## config.mk

```make
export PLATFORM = sky130hd
export DESIGN_NAME = generator_sched
export DESIGN_NICKNAME = d
export VERILOG_FILES = /design/src/rtl/generator_sched.sv
export SDC_FILE = /design/constraint.sdc
export NUM_CORES = 1
export LEC_CHECK = 0
export ABC_AREA = 0
export CAP_MARGIN = 10
export CORE_MARGIN = 1
export CORE_UTILIZATION = 42
export CTS_BUF_LIST = sky130_fd_sc_hd__clkbuf_16
export DETAILED_ROUTE_END_ITERATION = 10
export MAX_ROUTING_LAYER = met4
export PLACE_DENSITY_LB_ADDON = 0.3
export SYNTH_ARGS = -nofsm -noshare
export SYNTH_HDL_FRONTEND = slang
export SYNTH_SLANG_ARGS = --single-unit
```

## constraint.sdc

```tcl
create_clock -name clk -period 3.9 [get_ports clk]
set_input_delay 0.78 -clock clk [delete_from_list [all_inputs] [get_ports clk]]
set_output_delay 0.78 -clock clk [all_outputs]
set_load 0.03 [all_outputs]
```

## src/rtl/generator_sched.sv

```systemverilog
// Round-robin scheduler that lends one shared generator counter to NREQ requesters,
// one burst at a time, forwarding each count value to the granted requester.
module generator_sched #(
   parameter int NREQ  = 2,
   parameter int LEN_W = 4,
   parameter int CNT_W = 8
) (
   input  logic                    clk,
   input  logic                    res,
   input  logic [NREQ-1:0]         req,
   input  logic [NREQ*LEN_W-1:0]   req_len,
   output logic [NREQ-1:0]         grant,
   output logic [NREQ-1:0]         done,
   output logic                    out_valid,
   output logic [CNT_W-1:0]        out_data,
   input  logic                    out_ready,
   output logic                    gen_res,
   output logic                    gen_en,
   input  logic [CNT_W-1:0]        gen_count
);

   localparam int ID_W = (NREQ > 1) ? $clog2(NREQ) : 1;

   typedef enum logic [1:0] {
      IDLE  = 2'd0,
      CLEAR = 2'd1,
      RUN   = 2'd2,
      DONE  = 2'd3
   } state_t;

   state_t           state, state_nxt;
   logic [ID_W-1:0]  rr, rr_nxt;
   logic [ID_W-1:0]  id, id_nxt;
   logic [LEN_W-1:0] rem, rem_nxt;

   logic             found;
   logic [ID_W-1:0]  pick;
   logic [ID_W:0]    cand;
   logic [NREQ-1:0]  id_oh;

   // Search upward from the round-robin pointer, wrapping modulo NREQ; first hit wins.
   always_comb begin : arbiter
      // NOTE: every variable gets a default before any branch so no latch is inferred.
      found = 1'b0;
      pick  = rr;
      cand  = '0;
      for (int k = 0; k < NREQ; k++) begin
         cand = {1'b0, rr} + (ID_W+1)'(k);
         if (cand >= (ID_W+1)'(NREQ)) begin
            cand = cand - (ID_W+1)'(NREQ);
         end
         if (!found && req[cand[ID_W-1:0]]) begin
            found = 1'b1;
            pick  = cand[ID_W-1:0];
         end
      end
   end

   always_comb begin : next_state
      state_nxt = state;
      rr_nxt    = rr;
      id_nxt    = id;
      rem_nxt   = rem;
      case (state)
         IDLE: begin
            if (found) begin
               id_nxt    = pick;
               rem_nxt   = req_len[pick*LEN_W +: LEN_W];
               state_nxt = CLEAR;
            end
         end
         CLEAR: begin
            state_nxt = (rem != '0) ? RUN : DONE;
         end
         RUN: begin
            // out_valid is always high here, so out_ready alone marks a transfer.
            if (out_ready) begin
               rem_nxt = rem - LEN_W'(1);
               if (rem == LEN_W'(1)) begin
                  state_nxt = DONE;
               end
            end
         end
         DONE: begin
            rr_nxt    = (id == ID_W'(NREQ-1)) ? '0 : id + ID_W'(1);
            state_nxt = IDLE;
         end
         default: state_nxt = IDLE;
      endcase
   end

   always_ff @(posedge clk) begin : regs
      // NOTE: state registers use non-blocking assignments so every flop samples pre-edge values.
      if (res) begin
         state <= IDLE;
         rr    <= '0;
         id    <= '0;
         rem   <= '0;
      end else begin
         state <= state_nxt;
         rr    <= rr_nxt;
         id    <= id_nxt;
         rem   <= rem_nxt;
      end
   end

   always_comb begin : outputs
      id_oh     = NREQ'(1) << id;
      grant     = (state != IDLE) ? id_oh : '0;
      done      = (state == DONE) ? id_oh : '0;
      out_valid = (state == RUN);
      out_data  = (state == RUN) ? gen_count : '0;
      // The generator is cleared both by our own reset and once per burst in CLEAR.
      gen_res   = res | (state == CLEAR);
      gen_en    = (state == RUN) & out_ready & ~res;
   end

endmodule

```

==> summary.md <==
| Metric | Value |
|---|---|
| Status | finished, violations left |
| Failing checks | design-rule violations |
| Routed WL | 1780 µm |
| Fmax | 0.314 GHz |
| Seq pwr share | 20.8% |
| Flops & latches, synth | 8 |
| Pre-CTS setup slack | 783 ps |
| I/O pin count | 36 |
| Net count after synthesis | 119 |
| Die extent in y | 43.6 µm |
| First-pass GRT wire length | 3000 µm |
| Hold_sp | rem[1]$_SDFFE_PP0P_ |
| Detailed placement HPWL | 1270 µm |
| Initial antenna violation count | 0 |
| Final setup fails | 0 |
| Power Total | 671 µW |
| Post-Synth Simple-Gate Area | 36.6% |
| Logic pwr share | 53.6% |
| Die span in x | 43.6 µm |
| Worst-margin pin slew | 408 ps |
| Cell at the slowest stage of the critical path | clkdlybuf4s50_1 |
| Clock Skew | 1.23 ps |
| Htree depth | 1 |
| Sum Neg Setup Slack | 0 ps |
| Worst Path Buf+Inv | 2 |
| CP Class | in2out |
| Peak VDD IR | 0.000411 V |
| Area grow syn2layout | 58.8% |
| Netlist cell types | 35 |
| Hold path depth | 2 |
| 1st-iter DRT viols | 33 |
| Synth Area in Adders | 10.3% |
| Global placement routability congestion | 0.788 |
| Final hold viol count | 0 |
| Hold_buf cts | 0 |
| Sw power | 266 µW |
| Cells after synthesis | 92 |
| Post-DP Area | 0.00108 mm² |
| RSZ-0062 raised after global routing | no |
| Final ANT Viol Nets | 0 |
| Clock Power Share | 25.7% |
| Switching share of power | 39.7% |
| IO Port Bufs | 35 |
| R2R depth | 6 |
| Final min period | 3190 ps |
| Reg2reg end | rem[3]$_SDFFE_PP0P_ |
| Most common cell on crit path | clkdlybuf4s50_1 |
| Worst flop-to-flop path startpoint | state[0]$_SDFFE_PP0P_ |
| Mean post-synth cell area | 7.89 µm² |
| Share of cells above drive strength 1 | 7.09% |
| Min Hold Slack | 562 ps |
| Initial core utilization | 46.5% |
| CTS tree | yes |
| Final #Nets | 156 |
| Vias in the first global route | 752 |
| Core area | 0.00156 mm² |
| Complex-gate fraction of the synthesized area | 22.9% |
| Crit-path leading delay family | buffers and inverters |
| Setup Buffers After CTS | 0 |
| Critical Path, Cell by Cell | clkdlybuf4s50_1, nor3b_1, clkdlybuf4s50_1 |
| Total internal power | 404 µW |
| Total grt overflow | 0 |
| Final worst setup slack | 713 ps |
| Fin crit share | 81.7% |
| Routed vias | 809 |
| Post-cts resize count | 0 |
| Reg2Reg Setup Slack | 2080 ps |
| Critical Path Max Stage Delay | 710 ps |
| CTS sink count | 8 |
| Yosys synthesis warning count | 0 |
| Sequential element share of the synthesized area | 22.1% |
| CP startpoint kind | input pin |
| Post-Synthesis Cell Area | 726 µm² |
| Mux cell area share after synthesis | 1.38% |
| Relative slew slack | 72.8% |
| Fin area | 0.00115 mm² |
| Largest net degree at the start of global routing | 17 |
| Row count | 14 |
| Total Routing Usage GR | 21.5% |
| Type of the tightest min-delay check | reg2reg |
| Leakage power | 0.453 nW |
| Hold endpoint | rem[1]$_SDFFE_PP0P_ |
| Longest Clk Path Bufs | 2 |
| DRC | 10 |
| Worst path depth | 3 |
| Clock Latency Late Sink | 230 ps |
| Power Density | 582 mW/mm² |
| CTS clk-pin slew, worst paths | 40 ps |
| CP Capture Type | output port |
| Root Driver | clkbuf_16 |
| CTS Buf Count | 3 |
| Critical Path AT | 2410 ps |
| Antenna Diode Count | 0 |
| DIE AREA | 0.00190 mm² |
| Slew Viols, Final | 0 |
| Fillers | 117 |
| Post-synthesis xor/xnor area fraction | 0% |
| First-pass DRT Iterations | 7 |
| Routed length per instance | 12.4 µm |
| MaxCap Viol Count | 0 |
| CP max FO | 12 |
| Commonest non-fill, non-tap cells in the layout | 35 x clkdlybuf4s50_1, 10 x nor2_1, 9 x and2_1, 8 x inv_1, 8 x dfxtp_1 |
| Largest family of logic cells by synthesized area | simple AND/OR/NAND/NOR gates |
| Most common cell after layout, fill and taps aside | clkdlybuf4s50_1 |
| Via density | 5.66 |
| Worst path required time | 3120 ps |
state kept, by name, indices dropped and copies added (netlist names):
name   flops
rem        4
rr         1
id         1
state      2
power groups by stage:
stage / registers (mW) / clock network, mW / logic [mW]
floorplan: 0.132 / 0 / 0.258
global placement: 0.138 / 0 / 0.345
detailed placement: 0.139 / 0 / 0.352
CTS: 0.139 / 0.172 / 0.360
global route: 0.145 / 0.180 / 0.395
finish: 0.139 / 0.172 / 0.359
per-layer routing:
metal  vias to the layer above  GRT usage (%)  wire length [µm]
li1                        394              -                 -
met1                       370           23.5               717
met2                        43           36.1               900
met3                         2           4.58               150
met4                         0           11.3                10
met5                         -              -                 0
worst max-delay path by stage:
| stage | from | end | slack [ps] |
|---|---|---|---|
| final | res | gen_en | 710 |
| after global routing | state[0]$_SDFFE_PP0P_ | gen_en | 640 |
| after CTS | res | gen_en | 760 |
| after detailed placement | res | gen_en | 780 |
| after global placement | res | gen_en | 800 |
| after floorplan | state[0]$_SDFFE_PP0P_ | gen_en | 1300 |
Yosys cell counts:
cell type  number  area, µm²
nor4_1          1       6.26
nor3b_4         1       18.8
nor2b_1         5       31.3
inv_1           8       30.0
o311ai_1        1       8.76
o21ai_0         1       5.00
mux2i_1         1       10.0
buf_6           1       11.3
o21bai_1        1       7.51
nand3b_1        1       7.51
nand2b_1        3       18.8
dfxtp_1         8        160
a21oi_1         4       20.0
o21ba_2         1       10.0
nor3b_1         1       7.51
a221oi_1        1       8.76
nand3_1         1       5.00
or3_4           1       11.3
nand4bb_1       1       11.3
and2_1          9       56.3
clkbuf_1        2       7.51
o2111ai_1       1       8.76
nor3_2          1       10.0
nor2_1         10       37.5
o211ai_1        5       37.5
nor3_1          1       5.00
nand4b_1        1       8.76
a32oi_1         1       8.76
a311oi_1        3       26.3
nor2b_2         1       8.76
o21ai_1         2       10.0
ha_1            6       75.1
o21a_1          2       15.0
nand2_1         4       15.0
or2_2           1       6.26
tightest hold or removal path: cells and delay by family (launching register included):
family	cells	cell delay, ps
AND/OR/NAND/NOR	1	130
AO/OA/AOI/OAI	1	60
flip-flops	1	320
cells by family (layout without fill, tap and decap cells):
logic type | count (synthesis) | in the layout
muxes | 1 | 1
AOI/OAI and AO/OA | 23 | 23
adders and majority gates | 6 | 6
and+or+nand+nor | 43 | 43
buffers and inverters | 11 | 46
DFF | 8 | 8
through the flow:
step | utilization, % | instances
after floorplan | - | 92
after global placement | 69.1 | 140
after detailed placement | 69.1 | 140
after CTS | 73.9 | 143
after global routing | 73.9 | 143
final | 73.9 | 143
cell type report:
type	count	area [µm²]	share of cell area, %
well taps	16	20.0	1.74
multi-input cells	73	517	44.8
inverters	8	30.0	2.61
repair buffers	35	350	30.4
clock buffers	3	75.1	6.51
flip-flops and latches	8	160	13.9
Note: power is estimated with default switching activity, not from simulation.
